$ cat config.mk
export PLATFORM = sky130hd
export DESIGN_NAME = cache_traffic_gen_flat
export DESIGN_NICKNAME = d
export VERILOG_FILES = /design/src/rtl/cache_traffic_gen_pkg.sv /design/src/rtl/cache_traffic_gen_if.sv /design/src/rtl/cache_traffic_gen_stats.sv /design/src/rtl/cache_traffic_gen.sv /design/src/flat_wrapper.sv
export SDC_FILE = /design/constraint.sdc
export NUM_CORES = 1
export LEC_CHECK = 0
export CAP_MARGIN = 20
export CORE_UTILIZATION = 58
export DETAILED_ROUTE_END_ITERATION = 16
export HOLD_SLACK_MARGIN = 0.1
export PLACE_DENSITY_LB_ADDON = 0.3
export SLEW_MARGIN = 20
export SYNTH_ARGS = -nofsm -noshare
export SYNTH_HDL_FRONTEND = slang
export SYNTH_SLANG_ARGS = --single-unit
$ cat constraint.sdc
create_clock -name clock -period 5 [get_ports clock]
set_input_delay 0.75 -clock clock [delete_from_list [all_inputs] [get_ports clock]]
set_output_delay 0.75 -clock clock [all_outputs]
set_load 0.02 [all_outputs]
$ cat src/rtl/cache_traffic_gen_pkg.sv
// Shared types and the address-derived data pattern for the cache traffic
// generator.
//   tg_mode_e  : run mode (write, read/check, write-then-read, interleave)
//   tg_state_e : sequencer state
//   tg_pattern : 32-bit lane of the write data / read expectation
package cache_tg_pkg;

  typedef enum logic [1:0] {
    TG_WRITE      = 2'd0,
    TG_READ_CHECK = 2'd1,
    TG_WR_RD      = 2'd2,
    TG_INTERLEAVE = 2'd3
  } tg_mode_e;

  typedef enum logic [2:0] {
    ST_IDLE,
    ST_WR,
    ST_RD,
    ST_GAP,
    ST_FIN
  } tg_state_e;

  // lane k = (addr << 2) ^ seed ^ k
  function automatic logic [31:0] tg_pattern(input logic [63:0] addr,
                                             input logic [31:0] seed,
                                             input int unsigned lane);
    logic [63:0] sh;
    sh = addr << 2;
    return sh[31:0] ^ seed ^ lane;
  endfunction

endpackage

$ cat src/rtl/cache_traffic_gen_if.sv
// CPU-side cache port driven by the traffic generator.
//   master : generator side (drives address, strobes, write data)
//   slave  : cache side (drives read data, read valid, waitrequest)
interface cache_traffic_gen_if #(
  parameter int ADDR_WIDTH = 32,
  parameter int DATA_WIDTH = 32
);
  logic [ADDR_WIDTH-1:0]   cpu_addr;
  logic                    cpu_rd;
  logic                    cpu_wr;
  logic [DATA_WIDTH/8-1:0] cpu_wr_be;
  logic [DATA_WIDTH-1:0]   cpu_wr_data;
  logic [DATA_WIDTH-1:0]   cpu_rd_data;
  logic                    cpu_rd_valid;
  logic                    cpu_waitrequest;

  modport master (
    output cpu_addr, cpu_rd, cpu_wr, cpu_wr_be, cpu_wr_data,
    input  cpu_rd_data, cpu_rd_valid, cpu_waitrequest
  );

  modport slave (
    input  cpu_addr, cpu_rd, cpu_wr, cpu_wr_be, cpu_wr_data,
    output cpu_rd_data, cpu_rd_valid, cpu_waitrequest
  );
endinterface

$ cat src/rtl/cache_traffic_gen_stats.sv
// Per-op latency counter plus run statistics.
//   clock, reset_n : clock, async active-low reset
//   clear          : start of a new run, zeroes all statistics
//   in_op, accept  : request outstanding / accepted this edge
//   bad_read       : accepted read whose data mismatched
//   op_addr        : address of the current op
//   lat_cur        : posedges spent on the current op so far (incl. this one)
//   err_count, first_err_addr, lat_total, lat_max : run statistics
module cache_tg_stats #(
  parameter int ADDR_WIDTH = 32,
  parameter int CNT_WIDTH  = 16,
  parameter int LAT_WIDTH  = 32
) (
  input  logic                  clock,
  input  logic                  reset_n,
  input  logic                  clear,
  input  logic                  in_op,
  input  logic                  accept,
  input  logic                  bad_read,
  input  logic [ADDR_WIDTH-1:0] op_addr,
  output logic [LAT_WIDTH-1:0]  lat_cur,
  output logic [CNT_WIDTH-1:0]  err_count,
  output logic [ADDR_WIDTH-1:0] first_err_addr,
  output logic [LAT_WIDTH-1:0]  lat_total,
  output logic [LAT_WIDTH-1:0]  lat_max
);

  logic [LAT_WIDTH:0] sum;
  assign sum = {1'b0, lat_total} + {1'b0, lat_cur};

  always_ff @(posedge clock or negedge reset_n) begin
    if (!reset_n) begin
      lat_cur        <= LAT_WIDTH'(1);
      err_count      <= '0;
      first_err_addr <= '0;
      lat_total      <= '0;
      lat_max        <= '0;
    end else begin
      // Idles at 1 so the first request cycle already counts as one posedge.
      if (in_op && !accept) begin
        if (lat_cur != '1) lat_cur <= lat_cur + LAT_WIDTH'(1);
      end else begin
        lat_cur <= LAT_WIDTH'(1);
      end

      if (clear) begin
        err_count      <= '0;
        first_err_addr <= '0;
        lat_total      <= '0;
        lat_max        <= '0;
      end else begin
        if (accept) begin
          lat_total <= sum[LAT_WIDTH] ? '1 : sum[LAT_WIDTH-1:0];
          if (lat_cur > lat_max) lat_max <= lat_cur;
        end
        if (bad_read) begin
          if (err_count != '1) err_count <= err_count + CNT_WIDTH'(1);
          if (err_count == '0) first_err_addr <= op_addr;
        end
      end
    end
  end

endmodule

$ cat src/rtl/cache_traffic_gen.sv
// Traffic generator / checker mastering the CPU port of a cache.
//   clock, reset_n        : clock, async active-low reset
//   start, mode, base_addr, stride, count, seed : run setup, latched on start
//   bus (master)          : cache CPU port
//   busy, done, timeout   : run status
//   err_count, first_err_addr, lat_total, lat_max : run statistics
module cache_traffic_gen
  import cache_tg_pkg::*;
#(
  parameter int ADDR_WIDTH = 32,
  parameter int DATA_WIDTH = 32,
  parameter int CNT_WIDTH  = 16,
  parameter int LAT_WIDTH  = 32,
  parameter int TIMEOUT    = 1024,
  parameter int GAP_CYCLES = 0
) (
  input  logic                  clock,
  input  logic                  reset_n,
  input  logic                  start,
  input  logic [1:0]            mode,
  input  logic [ADDR_WIDTH-1:0] base_addr,
  input  logic [ADDR_WIDTH-1:0] stride,
  input  logic [CNT_WIDTH-1:0]  count,
  input  logic [31:0]           seed,
  cache_traffic_gen_if.master   bus,
  output logic                  busy,
  output logic                  done,
  output logic                  timeout,
  output logic [CNT_WIDTH-1:0]  err_count,
  output logic [ADDR_WIDTH-1:0] first_err_addr,
  output logic [LAT_WIDTH-1:0]  lat_total,
  output logic [LAT_WIDTH-1:0]  lat_max
);

  // With no configured gap, one idle cycle still separates ops so the
  // request strobes never depend combinationally on waitrequest.
  localparam int unsigned GAP_LEN = (GAP_CYCLES > 0) ? GAP_CYCLES : 1;
  localparam int unsigned GW      = (GAP_LEN > 1) ? $clog2(GAP_LEN) : 1;
  localparam int unsigned LANES   = DATA_WIDTH / 32;

  tg_state_e             state, state_nxt, resume, follow;
  tg_mode_e              mode_q;
  logic [ADDR_WIDTH-1:0] base_q, stride_q, addr_q;
  logic [CNT_WIDTH-1:0]  cnt_q, idx_q;
  logic [31:0]           seed_q;
  logic [GW-1:0]         gap_q;
  logic [DATA_WIDTH-1:0] pattern;
  logic [LAT_WIDTH-1:0]  lat_cur;
  logic                  launch, in_op, accept, last, expire, mismatch, run_end;
  logic                  unused_rd_valid;

  assign unused_rd_valid = bus.cpu_rd_valid;

  assign launch   = (state == ST_IDLE) && start;
  assign in_op    = (state == ST_WR) || (state == ST_RD);
  assign accept   = in_op && !bus.cpu_waitrequest;
  assign last     = (idx_q == cnt_q - CNT_WIDTH'(1));
  assign expire   = (TIMEOUT != 0) && in_op && bus.cpu_waitrequest &&
                    (lat_cur == LAT_WIDTH'(TIMEOUT));
  assign mismatch = (state == ST_RD) && (bus.cpu_rd_data != pattern);
  assign run_end  = accept && last && ((state == ST_RD) || (mode_q == TG_WRITE));

  always_comb begin
    pattern = '0;
    for (int unsigned k = 0; k < LANES; k++)
      pattern[k*32 +: 32] = tg_pattern(64'(addr_q), seed_q, k);
  end

  // Op that follows the one just accepted.
  always_comb begin
    follow = ST_WR;
    if (state == ST_WR)
      follow = ((mode_q == TG_INTERLEAVE) || (mode_q == TG_WR_RD && last)) ? ST_RD : ST_WR;
    else
      follow = (mode_q == TG_INTERLEAVE) ? ST_WR : ST_RD;
  end

  always_ff @(posedge clock or negedge reset_n) begin
    if (!reset_n) state <= ST_IDLE;
    else          state <= state_nxt;
  end

  always_comb begin
    state_nxt = state;
    case (state)
      ST_IDLE: if (start)
        state_nxt = (count == '0) ? ST_FIN :
                    (tg_mode_e'(mode) == TG_READ_CHECK) ? ST_RD : ST_WR;
      ST_WR, ST_RD: begin
        if (accept)      state_nxt = run_end ? ST_FIN : ST_GAP;
        else if (expire) state_nxt = ST_FIN;
      end
      ST_GAP:  if (gap_q == GW'(GAP_LEN - 1)) state_nxt = resume;
      ST_FIN:  state_nxt = ST_IDLE;
      default: state_nxt = ST_IDLE;
    endcase
  end

  always_comb begin
    busy            = in_op || (state == ST_GAP);
    bus.cpu_wr      = (state == ST_WR);
    bus.cpu_rd      = (state == ST_RD);
    bus.cpu_addr    = addr_q;
    bus.cpu_wr_be   = '1;
    bus.cpu_wr_data = (state == ST_WR) ? pattern : '0;
  end

  always_ff @(posedge clock or negedge reset_n) begin
    if (!reset_n) begin
      mode_q   <= TG_WRITE;
      base_q   <= '0;
      stride_q <= '0;
      addr_q   <= '0;
      cnt_q    <= '0;
      idx_q    <= '0;
      seed_q   <= '0;
      gap_q    <= '0;
      resume   <= ST_WR;
      done     <= 1'b0;
      timeout  <= 1'b0;
    end else begin
      done <= (state == ST_FIN);
      if (launch) begin
        mode_q   <= tg_mode_e'(mode);
        base_q   <= base_addr;
        stride_q <= stride;
        addr_q   <= base_addr;
        cnt_q    <= count;
        idx_q    <= '0;
        seed_q   <= seed;
        timeout  <= 1'b0;
      end
      if (expire) timeout <= 1'b1;
      if (state == ST_GAP) gap_q <= gap_q + GW'(1);
      else                 gap_q <= '0;
      if (accept && !run_end) begin
        resume <= follow;
        // Interleave reads back the address just written; write-then-read
        // rewinds to base for the read pass.
        if (state == ST_WR && mode_q == TG_INTERLEAVE) begin
          addr_q <= addr_q;
        end else if (state == ST_WR && mode_q == TG_WR_RD && last) begin
          addr_q <= base_q;
          idx_q  <= '0;
        end else begin
          addr_q <= addr_q + stride_q;
          idx_q  <= idx_q + CNT_WIDTH'(1);
        end
      end
    end
  end

  cache_tg_stats #(
    .ADDR_WIDTH (ADDR_WIDTH),
    .CNT_WIDTH  (CNT_WIDTH),
    .LAT_WIDTH  (LAT_WIDTH)
  ) u_stats (
    .clock          (clock),
    .reset_n        (reset_n),
    .clear          (launch),
    .in_op          (in_op),
    .accept         (accept),
    .bad_read       (accept && mismatch),
    .op_addr        (addr_q),
    .lat_cur        (lat_cur),
    .err_count      (err_count),
    .first_err_addr (first_err_addr),
    .lat_total      (lat_total),
    .lat_max        (lat_max)
  );

endmodule

$ cat src/flat_wrapper.sv
// flat-port wrapper written by rule: the top's interface ports become plain ports
module cache_traffic_gen_flat import cache_tg_pkg::*;
#(
  parameter int ADDR_WIDTH = 32,
  parameter int DATA_WIDTH = 32,
  parameter int CNT_WIDTH  = 16,
  parameter int LAT_WIDTH  = 32,
  parameter int TIMEOUT    = 1024,
  parameter int GAP_CYCLES = 0
)
  (clock, reset_n, start, mode, base_addr, stride, count, seed, busy, done, timeout, err_count, first_err_addr, lat_total, lat_max, bus_cpu_addr, bus_cpu_rd, bus_cpu_wr, bus_cpu_wr_be, bus_cpu_wr_data, bus_cpu_rd_data, bus_cpu_rd_valid, bus_cpu_waitrequest);
  cache_traffic_gen_if #(.ADDR_WIDTH(ADDR_WIDTH), .DATA_WIDTH(DATA_WIDTH)) bus_i ();
  input  logic clock;
  input  logic reset_n;
  input  logic start;
  input  logic [1:0] mode;
  input  logic [ADDR_WIDTH-1:0] base_addr;
  input  logic [ADDR_WIDTH-1:0] stride;
  input  logic [CNT_WIDTH-1:0] count;
  input  logic [31:0] seed;
  output logic busy;
  output logic done;
  output logic timeout;
  output logic [CNT_WIDTH-1:0] err_count;
  output logic [ADDR_WIDTH-1:0] first_err_addr;
  output logic [LAT_WIDTH-1:0] lat_total;
  output logic [LAT_WIDTH-1:0] lat_max;
  output wire logic [$bits(bus_i.cpu_addr)-1:0] bus_cpu_addr;
  output wire logic [$bits(bus_i.cpu_rd)-1:0] bus_cpu_rd;
  output wire logic [$bits(bus_i.cpu_wr)-1:0] bus_cpu_wr;
  output wire logic [$bits(bus_i.cpu_wr_be)-1:0] bus_cpu_wr_be;
  output wire logic [$bits(bus_i.cpu_wr_data)-1:0] bus_cpu_wr_data;
  input wire logic [$bits(bus_i.cpu_rd_data)-1:0] bus_cpu_rd_data;
  input wire logic [$bits(bus_i.cpu_rd_valid)-1:0] bus_cpu_rd_valid;
  input wire logic [$bits(bus_i.cpu_waitrequest)-1:0] bus_cpu_waitrequest;
  assign bus_cpu_addr = bus_i.cpu_addr;
  assign bus_cpu_rd = bus_i.cpu_rd;
  assign bus_cpu_wr = bus_i.cpu_wr;
  assign bus_cpu_wr_be = bus_i.cpu_wr_be;
  assign bus_cpu_wr_data = bus_i.cpu_wr_data;
  assign bus_i.cpu_rd_data = bus_cpu_rd_data;
  assign bus_i.cpu_rd_valid = bus_cpu_rd_valid;
  assign bus_i.cpu_waitrequest = bus_cpu_waitrequest;
  cache_traffic_gen #(.ADDR_WIDTH(ADDR_WIDTH), .DATA_WIDTH(DATA_WIDTH), .CNT_WIDTH(CNT_WIDTH), .LAT_WIDTH(LAT_WIDTH), .TIMEOUT(TIMEOUT), .GAP_CYCLES(GAP_CYCLES)) u_core (.clock(clock), .reset_n(reset_n), .start(start), .mode(mode), .base_addr(base_addr), .stride(stride), .count(count), .seed(seed), .bus(bus_i), .busy(busy), .done(done), .timeout(timeout), .err_count(err_count), .first_err_addr(first_err_addr), .lat_total(lat_total), .lat_max(lat_max));
endmodule
Word level (Yosys, flattened, before mapping)
Cells that the tools add are included.

storage, ports and cells
  register bits = 315
  bits of input ports = 151
  output and inout port bits = 185

operators by class
  $add $sub $neg = 7
  order comparisons = 1
  equal/unequal tests = 17
  mux-type cells = 37
  bitwise logic cells = 1
  reductions and logical operators = 38

operator list
  operator                                                              number
  32-bit 2-to-1 mux                                                     16
  16-bit 2-to-1 mux                                                     7
  32-bit by 32-bit adder with 33-bit output                             1
  16-bit by 1-bit adder with 16-bit output, second input constant       2
  32-bit by 1-bit adder with 32-bit output, second input constant       1
  32-bit adder                                                          1
  32-bit by 11-bit == test with 1-bit output, second input constant     1
  32-bit greater-than comparator                                        1
  16-bit logical NOT                                                    2
  32-bit != test                                                        1
  32-bit != test, second input constant                                 1
  32-bit bitwise XOR                                                    1
  3-bit 2-to-1 mux                                                      7
  16-bit == test                                                        1
  16-bit != test, second input constant                                 1
  16-bit by 1-bit subtractor with 16-bit output, second input constant  1
  1-bit logical AND                                                     14
  2-bit nonzero test                                                    7
  3-bit one-hot mux with 3 select lines                                 1
  2-bit AND reduction                                                   4
  3-bit by 2-bit == test with 1-bit output, second input constant       2
  2-bit 2-to-1 mux                                                      3
  2-bit != test, second input constant                                  3
  2-bit == test, second input constant                                  2
  13 further kinds                                                      20

Longest topological paths before layout
Gate-level depths: netlist of the first run.

  depth in word-level cells = 9
  gate-level depth with buffers = 13

Modules after synthesis
Synthesis of the first run repeated with hierarchy kept, for this count alone.

unflattened totals
  cells, all modules = 2175
  area total of the unflattened synthesis = 19246.0 um2

modules (own cells, without submodules)
  module             instances  cells each  area an instance (um2)
  cache_traffic_gen  1          1235        10243.6
  cache_tg_stats     1          940         9002.4

Worst setup path after synthesis of the first run
Ideal clock, no wire load.

  path kind = register to register
  from = reg u_core.addr_q[6] (netlist: u_core.bus.cpu_addr[6])
  to = reg u_core.addr_q[31] (netlist: u_core.bus.cpu_addr[31])
  arrival time = 3103 ps
  path slack = 1750 ps
  cell stages (with the launch flop) = 11
  buffers on the path = 0
  path through = dfrtp_1 -> ha_1 -> a21oi_1 -> nor2_1 -> a211oi_1 -> a31oi_1 -> a311o_1 -> a21oi_1 -> o311ai_0 -> a2111oi_0 -> a211oi_2

between the ends
  longest elaborated chain between the ends = 4

ends and longest elaborated chain
  element                 RTL line                  text
  start, declared         cache_traffic_gen.sv:43   logic [ADDR_WIDTH-1:0] base_q, stride_q, addr_q;
  start signal, assigned  cache_traffic_gen.sv:127  addr_q <= base_addr;
  start signal, assigned  cache_traffic_gen.sv:141  addr_q <= addr_q;
  start signal, assigned  cache_traffic_gen.sv:143  addr_q <= base_q;
  32-bit adder            cache_traffic_gen.sv:146  addr_q <= addr_q + stride_q;
  32-bit 2-to-1 mux       cache_traffic_gen.sv:142  end else if (state == ST_WR && mode_q == TG_WR_RD && last) begin
  32-bit 2-to-1 mux       cache_traffic_gen.sv:140  if (state == ST_WR && mode_q == TG_INTERLEAVE) begin
  32-bit 2-to-1 mux       cache_traffic_gen.sv:136  if (accept && !run_end) begin

No other way between the ends. The select of a mux whose other input is x is not followed.
A chain may end at the register's enable or synchronous reset.

Final worst setup path of the first run
  from = reg u_core.u_stats.lat_cur[0]
  to = reg u_core.u_stats.lat_total[31]

between the ends
  longest elaborated chain between the ends = 4

ends and longest elaborated chain
  element                                    RTL line                       text
  start, declared                            cache_traffic_gen_stats.sv:21  output logic [LAT_WIDTH-1:0] lat_cur,
  start signal, assigned                     cache_traffic_gen_stats.sv:41  if (lat_cur != '1) lat_cur <= lat_cur + LAT_WIDTH'(1);
  32-bit by 32-bit adder with 33-bit output  cache_traffic_gen_stats.sv:29  assign sum = {1'b0, lat_total} + {1'b0, lat_cur};
  32-bit 2-to-1 mux                          cache_traffic_gen_stats.sv:53  lat_total <= sum[LAT_WIDTH] ? '1 : sum[LAT_WIDTH-1:0];
  32-bit 2-to-1 mux                          cache_traffic_gen_stats.sv:52  if (accept) begin
  32-bit 2-to-1 mux                          cache_traffic_gen_stats.sv:46  if (clear) begin
  end signal, assigned                       cache_traffic_gen_stats.sv:53
  end, declared                              cache_traffic_gen_stats.sv:24  output logic [LAT_WIDTH-1:0] lat_total,

No other way between the ends. The select of a mux whose other input is x is not followed.

==> results.cfg, run 1 <==
[run_status]
status = finished, final reports clean

[global_route]
grt_pass1_vias = 17142
antenna_found_initial = 7
grt_usage = 0.350
grt-ovfl-total = 0
grt_pass1_wl_um = 93000
grt_max_degree = 109

[setup_path]
path_max_fanout = 23
r2r-end = u_core.u_stats.lat_total[31]
slowest_delay_ns = 0.69
cp_num_buf_inv = 1
crit_family = compound AO/OA/AOI/OAI gates
reg2reg_depth = 12
critPathCaptureType = flip-flop
arrival_ns = 4.62
cp.required_ns = 5.45
path_cells = ha_1 -> inv_1 -> fa_1 -> nor2b_1 -> o31a_1 -> o21ai_0 -> a211oi_1 -> o21ai_0 -> o2111ai_1 -> nand2_1 -> o21ai_0 -> or3_1
critical_path_class = flip-flop to flip-flop
r2r_setup_slack_ns = 0.83
startpoint_type = flip-flop
rr_startpoint = u_core.u_stats.lat_cur[0]
crit_top_cell = o21ai_0
slowest_stage = nand2_1

[floorplanning]
fp.dieArea_mm2 = 0.0338
pin_count = 336
rows = 66
die_w_um = 184
initial_core_util = 0.589
core_area_mm2 = 0.0325
dieHeight_um = 184

[yosys]
synth-main-ff-cell = dfrtp_1
synth.yosys.warnings = 0
synth-seq-cells = 314
avgSynthCellArea_um2 = 8.87
synth_edf_count = 0
ys_seq_area_frac = 0.410
synthArstFlopShare = 1.00
syn_area_mm2 = 0.0192
synth_cell_types = 84
syn_inst = 2160

[power]
intPower_uw = 8590
p_sw_uw = 6540
p_leak_uw = 0.0114
p_sw_frac = 0.432
seq_power_share = 0.290
p_clk_frac = 0.185
ir_drop_mv = 0.361
p_per_area_mw_per_mm2 = 628
pwr-share-comb = 0.525

[placed_design]
io_buffers = 330
hpwlAfterDp_um = 41900
gp_congestion = 0.916
post_dp_cell_area_mm2 = 0.0228

[timing]
setup_tns_ns = 0
rsz0062_at_grt = false
finalCriticalPeriod_ns = 4.17
fmax_mhz = 240
slew_violations = 0
finalSetupViolCount = 0
hold_violations = 0
worst_pin_slew_ns = 1.10
clock_skew_ns = 0.0218
relSlewSlack = 0.268
fin_crit_sh = 0.834

[cells_and_area]
final_util = 0.740
area_growth_pct = 25.7
nets = 2710
fill_cells = 2441
final_cell_area_mm2 = 0.0241
drive_above_1_share = 0.0543

[drt]
via_per_inst = 6.07
first_iter_violations = 1637
met3_length_um = 4830
drt-met1-wl_um = 24900
routed.top_layer = met4
drc = 0
final_antenna_net_count = 0
dr.pass1.iters = 6
wl_um = 58900
dr_total_vias = 17799
avgRoutedWirePerCell_um = 20.1
wl_met2_um = 26800

[hold_path]
hp-class = primary input to asynchronous set/reset pin

[clocking]
cts_setup_buffers = 0
h-tree-depth = 2
clk_pin_slew_worst_paths_ns = 0.06
cts-buffers-inserted = 36
clock_sinks = 314
cts_tree = yes
clock_latency_ns = 0.53
clockRootBuffer = clkbuf_16
cts.hold.buffers_added = 0
clock_path_buffers = 3
ctsResizeCount = 0

[run]
cap_violations = 0
[cells in the final DEF (no fill, tap or decap), types with 7 or more instances in the layout]
cell type,synthesis,final
o211ai_1,16,16
nor2b_1,9,9
nor4_1,26,26
xnor2_1,80,80
a211oi_1,13,13
clkbuf_16,0,37
nand2b_1,10,10
o21ai_1,21,21
dfrtp_1,312,312
o21a_1,19,19
mux2i_1,17,17
o21ai_0,93,92
buf_4,6,15
nor3_1,29,29
a31oi_1,38,38
a21oi_1,112,112
diode_2,0,7
nor2_1,184,183
nand2_1,423,422
o21bai_1,7,7
clkdlybuf4s50_1,0,329
a21o_1,48,48
clkinv_2,0,7
xnor3_1,27,27
and3_1,31,31
o22ai_1,8,8
or3_1,8,8
nand3_1,76,76
mux2_2,30,30
ha_1,101,101
nand4_1,41,41
clkbuf_1,73,9
inv_1,99,99
xor2_1,55,55
o221ai_1,13,13
and2_1,14,13
[final cells by class]
cell class	count	area (µm²)	share of cell area
Antenna cell	7	17.5	0.000727
Clock buffer	52	1040	0.0433
Clock inverter	14	203	0.00842
Inverter	99	372	0.0154
Multi-Input combinational cell	1657	10600	0.438
Sequential cell	314	7860	0.326
Tap cell	442	553	0.0230
Timing Repair Buffer	348	3480	0.145
[flip-flops by register name, indices dropped and copies added, names as in the netlist, 32 cells and up]
signal and count:
u_core.u_stats.lat_total 32, u_core.stride_q 32, u_core.bus.cpu_addr 32, u_core.u_stats.first_err_addr 32, u_core.u_stats.lat_max 32, u_core.base_q 32
u_core.u_stats.lat_cur 32, u_core.seed_q 32
[synthesized netlist by cell type, drive strengths merged (6+ instances only)]
cell,n,area share
mux2i,17,0.0089
buf,20,0.0065
nor3,31,0.0086
o21ai,115,0.030
xnor3,27,0.032
nor2,186,0.037
nor4,27,0.0096
xor2,55,0.025
inv,99,0.019
and2,14,0.0046
xnor2,80,0.037
or3,8,0.0026
ha,101,0.066
o21bai,7,0.0027
nand2b,10,0.0033
and3,31,0.010
a31oi,38,0.012
nand3,77,0.020
dfrtp,312,0.41
a211oi,14,0.0057
o221ai,13,0.0059
mux2,30,0.018
o31ai,6,0.0024
nand2,425,0.084
nor2b,9,0.0029
o211ai,16,0.0063
or4,6,0.0025
a21o,48,0.019
a21oi,112,0.029
o21a,19,0.0074
o22ai,8,0.0026
nand4,41,0.013
clkbuf,73,0.014
[power by group through the flow]
stage	Combinational [µW]	Clock [µW]	Sequential, µW
floorplan	4890	0	4500
global placement	7550	0	4340
detailed placement	7760	0	4380
CTS	7860	2810	4360
global route	8620	2920	4480
finish	7950	2800	4390
[how the worst max path moves through the flow]
stage / startpoint / end / slack [ns] / cells past startpoint
5_1_grt: u_core.u_stats.lat_cur[0] / u_core.u_stats.lat_total[31] / 0.64 / 12
6_report: u_core.u_stats.lat_cur[0] / u_core.u_stats.lat_total[31] / 0.83 / 12
3_3_place_gp: u_core.cnt_q[2] / u_core.bus.cpu_addr[29] / 0.98 / 9
3_5_place_dp: u_core.cnt_q[2] / u_core.bus.cpu_addr[29] / 0.90 / 9
2_1_floorplan: u_core.bus.cpu_addr[6] / u_core.bus.cpu_addr[31] / 1.75 / 10
4_1_cts: u_core.cnt_q[2] / u_core.bus.cpu_addr[29] / 0.90 / 9
[through the flow]
stage / hold WS [ns] / setup slack, ns / std cells / total power, µW
2_1_floorplan: 0.403 / 1.75 / 2163 / 9390
3_3_place_gp: 0.420 / 0.985 / 2860 / 11900
3_5_place_dp: 0.420 / 0.902 / 2860 / 12100
4_1_cts: 0.320 / 0.903 / 2926 / 15000
5_1_grt: 0.348 / 0.638 / 2933 / 16000
6_report: 0.259 / 0.831 / 2933 / 15100
[kinds of logic (layout without fill, tap and decap cells)]
group	count (synthesis)	after routing	share of synthesized area
muxes	47	47	0.0265
buffers and inverters	192	513	0.0402
AOI/OAI and AO/OA	452	452	0.151
adders and majority gates	103	103	0.0681
xor gates and xnor gates	163	163	0.0947
other	1	11	0.000196
and+or+nand+nor	888	888	0.209
DFF	314	314	0.410
[layer usage]
layer  vias up  track usage
met5         -            0
met4         0        0.152
met3       153       0.0600
met2       805        0.540
met1      8688        0.487
li1       8153            -
Power figures use the tool's default switching activity.
==> run 2: changes to the inputs <==
- CORE_UTILIZATION: 58 -> 54
- clock period: 5 -> 3.9 ns (I/O delays scaled with it)
==> run 2 against run 1 <==
Net effect: hold slack better by 0.16 ns; setup slack worse by 0.61 ns; clock skew down 0.0017 ns; clock-buffer cell count down 1; via count down 0.97%; combinational power up 30%; maximum frequency up 13%; wire length up 0.48%; first-iteration DRC count down 24%; critical path depth down 2; power up 27%; critical path type unchanged; critical endpoint is now u_core.idx_q[13]; largest power group unchanged.
==> results.cfg, run 2 (synthesis results as in run 1) <==
[setup_path]
critical_path_class = flip-flop to flip-flop
cp.required_ns = 4.33
reg2reg_depth = 10
path_max_fanout = 14
arrival_ns = 4.11
r2r-end = u_core.idx_q[13]
critPathCaptureType = flip-flop
rr_startpoint = u_core.cnt_q[2]
startpoint_type = flip-flop
slowest_stage = or4_4
path_cells = or4_4 -> or4_1 -> a211o_1 -> a2111oi_2 -> a31oi_1 -> and2_1 -> nor2_4 -> buf_4 -> o21ai_1 -> o21ai_1
crit_family = simple AND/OR/NAND/NOR gates
cp_num_buf_inv = 1
slowest_delay_ns = 0.61
r2r_setup_slack_ns = 0.22
crit_top_cell = o21ai_1

[floorplanning]
die_w_um = 190
initial_core_util = 0.552
rows = 68
fp.dieArea_mm2 = 0.0362
dieHeight_um = 190
core_area_mm2 = 0.0347
pin_count = 336

[clocking]
clockRootBuffer = clkbuf_16
h-tree-depth = 2
clock_path_buffers = 3
clock_latency_ns = 0.53
clk_pin_slew_worst_paths_ns = 0.06
cts_tree = yes
clock_sinks = 314
cts-buffers-inserted = 36
cts_setup_buffers = 0

[drt]
dr_total_vias = 17627
via_per_inst = 5.91
final_antenna_net_count = 0
drc = 0
avgRoutedWirePerCell_um = 19.9
wl_um = 59200
dr.pass1.iters = 5
first_iter_violations = 1246

[power]
pwr-share-comb = 0.536
p_clk_frac = 0.174
p_leak_uw = 0.0116
seq_power_share = 0.290
ir_drop_mv = 0.448
total_power_uw = 19300
intPower_uw = 10900
p_per_area_mw_per_mm2 = 790
p_sw_uw = 8350
p_sw_frac = 0.434

[cells_and_area]
multi_input_area_mm2 = 0.0106
final_util = 0.702
area_growth_pct = 27.2
layout_commonest_cell = nand2_1
seqCellArea_mm2 = 0.00786
nets = 2749
final_cell_area_mm2 = 0.0244
fin_cells = 2981
fill_cells = 2712
layout_common_cells = nand2_1 (422), clkdlybuf4s50_1 (329), dfrtp_1 (312), nor2_1 (182), a21oi_1 (112)
drive_above_1_share = 0.0690

[timing]
fmax_mhz = 272
worst_pin_slew_ns = 0.743
slew_violations = 0
clock_skew_ns = 0.0200
relSlewSlack = 0.505
fin_crit_sh = 0.943
finalSetupViolCount = 0
setup_tns_ns = 0
finalCriticalPeriod_ns = 3.68
hold_violations = 0

[hold_path]
holdPathEnd = u_core.gap_q
hp-class = flip-flop to flip-flop
worstHoldPathCells = 1
hp-start = u_core.gap_q

[placed_design]
post_dp_cell_area_mm2 = 0.0232
dpl.cell_count = 2911
io_buffers = 330
gp_congestion = 0.928
hpwlAfterDp_um = 43100

[global_route]
grt_pass1_wl_um = 92900
antenna_found_initial = 9
grt_usage = 0.327
grt_max_degree = 91
grt-ovfl-total = 0
grt_pass1_vias = 17415

[run]
cap_violations = 0

[run_status]
status = finished, final reports clean
run 2: changes by cell type in the layout (fill, tap and decap cells not counted), sizes merged:
cell         change
bufinv           -4
buf             +38
clkbuf           -1
diode            -1
clkinvlp         +2
dlygate4sd3      +1
run 2: worst max-delay path by stage:
| stage | startpoint | end | cells after the start |
|---|---|---|---|
| after detailed placement | u_core.cnt_q[2] | u_core.idx_q[13] | 9 |
| after global placement | u_core.cnt_q[6] | u_core.idx_q[15] | 9 |
| after CTS | u_core.cnt_q[2] | u_core.idx_q[13] | 9 |
| final | u_core.cnt_q[2] | u_core.idx_q[13] | 10 |
| after global routing | u_core.cnt_q[7] | u_core.bus.cpu_addr[31] | 10 |
| after floorplan | u_core.bus.cpu_addr[6] | u_core.bus.cpu_addr[31] | 10 |
run 2: layer usage:
layer  global-route usage  wire length, µm  vias to the layer above
li1                     -                -                     8220
met1                0.451            25400                     8523
met2                0.500            26600                      711
met3               0.0539             4220                      169
met4                0.158             2880                        4
met5                    0               29                        -
run 2: what timing repair did:
action / 4_1_cts / 5_1_grt
hold endpoints to repair: 2 / 0
resized for setup: 0 / 3
endpoints found under the setup margin: 0 / 20
hold buffers: 1 / 0
run 2: metrics by stage:
stage / hold slack (ns) / setup WS (ns)
3_5_place_dp: 0.416 / 0.0610
6_report: 0.422 / 0.224
5_1_grt: 0.436 / -0.0168
4_1_cts: 0.425 / 0.0593
2_1_floorplan: 0.289 / 0.650
3_3_place_gp: 0.421 / 0.170
run 2: cell type report:
| cell class | count | area share |
|---|---|---|
| Multi-Input combinational cell | 1657 | 0.434 |
| Tap cell | 455 | 0.0234 |
| Clock inverter | 12 | 0.00401 |
| Clock buffer | 51 | 0.0434 |
| Inverter | 99 | 0.0153 |
| Antenna cell | 6 | 0.000616 |
| Sequential cell | 314 | 0.323 |
| Timing Repair Buffer | 387 | 0.157 |
run 2: power groups by stage:
stage               Combinational, µW  Clock, µW  Sequential (µW)
finish                          10300       3350             5590
global route                    11200       3500             5700
CTS                             10200       3390             5550
detailed placement              10100          0             5580
global placement                 9910          0             5520
floorplan                        6270          0             5770
==> run 3: changes to the inputs <==
- CORE_UTILIZATION: 54 -> 60
- DONT_BUFFER_PORTS: default -> 1
- clock period: 3.9 -> 4.1 ns (I/O delays scaled with it)
==> run 3 against run 2 <==
Net effect: final cell count fell by 13%; critical path depth rose by 1; the flow now finishes with violations (negative hold slack); largest power group unchanged; clock-buffer cell count rose by 1; clock skew fell by 0.0032 ns; critical path type unchanged; power fell by 12%; critical endpoint is now u_core.bus.cpu_addr[31].
==> results.cfg, run 3 (synthesis results as in run 1) <==
[cells_and_area]
fin_cells = 2592
final_cell_area_mm2 = 0.0209
layout_commonest_cell = nand2_1
layout_common_cells = nand2_1 (422), dfrtp_1 (312), nor2_1 (183), a21oi_1 (112), ha_1 (101)
fill_cells = 2572
area_growth_pct = 9.03
nets = 2417
drive_above_1_share = 0.0764

[timing]
worst_pin_slew_ns = 1.02
setup_tns_ns = 0
fin_crit_sh = 0.927
holdWs_ns = -0.205
rsz0062_at_grt = false
hold_violations = 312
finalSetupViolCount = 0
finalCriticalPeriod_ns = 3.80
relSlewSlack = 0.323
slew_violations = 0
fmax_mhz = 263
timing.final.ws_setup_ns = 0.299
clock_skew_ns = 0.0169

[floorplanning]
initial_core_util = 0.609
core_area_mm2 = 0.0315
fp.dieArea_mm2 = 0.0326
die_w_um = 181
pin_count = 336
rows = 65
dieHeight_um = 181

[setup_path]
setup.worst_path.start = u_core.bus.cpu_addr[1]
arrival_ns = 4.18
critical_path_class = flip-flop to flip-flop
reg2reg_depth = 11
r2r-end = u_core.bus.cpu_addr[31]
rr_startpoint = u_core.bus.cpu_addr[1]
slowest_delay_ns = 0.51
cp_num_buf_inv = 1
cp.depth = 11
r2r_setup_slack_ns = 0.30
slowest_stage = dfrtp_1
crit_family = compound AO/OA/AOI/OAI gates
path_max_fanout = 5
critPathCaptureType = flip-flop
cp.required_ns = 4.48
path_cells = ha_1 -> a211oi_1 -> nor2_1 -> o31ai_2 -> a31oi_1 -> a311o_1 -> a21oi_1 -> o311ai_0 -> buf_4 -> a2111oi_0 -> a211oi_2
startpoint_type = flip-flop

[clocking]
clock_latency_ns = 0.52
cts-buffers-inserted = 36
clk_pin_slew_worst_paths_ns = 0.06
clock_sinks = 314
cts_tree = yes
clockRootBuffer = clkbuf_16
h-tree-depth = 2
clock_path_buffers = 3

[placed_design]
dp_slack_ns = 0.263
hpwlAfterDp_um = 40300
post_dp_cell_area_mm2 = 0.0197
dpl.cell_count = 2527
gp_congestion = 0.944
io_buffers = 0

[global_route]
grt_usage = 0.341
grt-ovfl-total = 0
grt_max_degree = 315
grt_pass1_wl_um = 87800
antenna_found_initial = 3
grt_pass1_vias = 15849

[hold_path]
hp-class = primary input to asynchronous set/reset pin

[drt]
dr.pass1.iters = 7
via_per_inst = 6.27
drc = 0
wl_um = 55900
avgRoutedWirePerCell_um = 21.6
final_antenna_net_count = 0
dr_total_vias = 16245
first_iter_violations = 1547

[run]
cap_violations = 0

[run_status]
status = complete, but fails checks
violations = negative hold slack

[power]
ir_drop_mv = 0.389
p_leak_uw = 0.0103
p_per_area_mw_per_mm2 = 813
total_power_uw = 17000
==> run 3: changes by cell type in the layout (fill, tap and decap cells not counted), sizes merged <==
cell,change
buf,-2
clkinv,-2
bufinv,+1
dlygate4sd3,-1
clkbuf,+1
inv,-2
clkdlybuf4s50,-329
diode,-3
clkinvlp,+1
==> run 3: final cells by class <==
class,count,area [µm²],area share
clock inverters,10,111,0.00533
multi-input cells,1657,10600,0.506
well taps,402,503,0.0241
inverters,99,372,0.0178
flip-flops and latches,314,7860,0.376
repair buffers,55,438,0.0210
diodes,3,7.51,0.000359
clock buffers,52,1030,0.0494
==> run 3: per-layer routing <==
| metal | up-vias | wire (µm) | GRT usage |
|---|---|---|---|
| met4 | 0 | 2280 | 0.133 |
| met2 | 708 | 24900 | 0.535 |
| met1 | 7854 | 23700 | 0.459 |
| li1 | 7553 | - | - |
| met3 | 130 | 5020 | 0.0802 |
| met5 | - | 0 | 0 |
==> run 3: timing repair <==
action,4_1_cts,5_1_grt
buffers inserted,0,0
hold endpoints to repair,314,314
endpoints found under the setup margin,0,1
gates resized for setup,0,1
==> run 3: report_power, final <==
group / internal (µW) / switching (µW)
Combinational: 3320 / 4720
Clock: 1870 / 1300
Sequential: 4130 / 1620
Total: 9330 / 7640
==> run 3: worst max path at each step <==
stage,endpoint,slack [ns]
6_report,u_core.bus.cpu_addr[31],0.30
5_1_grt,u_core.idx_q[15],0.02
4_1_cts,u_core.bus.cpu_addr[31],0.24
3_5_place_dp,u_core.bus.cpu_addr[31],0.26
3_3_place_gp,u_core.bus.cpu_addr[31],0.42
2_1_floorplan,u_core.bus.cpu_addr[31],0.85
==> run 3: metrics by stage <==
| stage | hold slack (ns) | utilization |
|---|---|---|
| after floorplan | 0.319 | - |
| after global placement | 0.327 | 0.627 |
| after detailed placement | 0.328 | 0.627 |
| after CTS | -0.216 | 0.663 |
| after global routing | -0.223 | 0.664 |
| final | -0.205 | 0.664 |
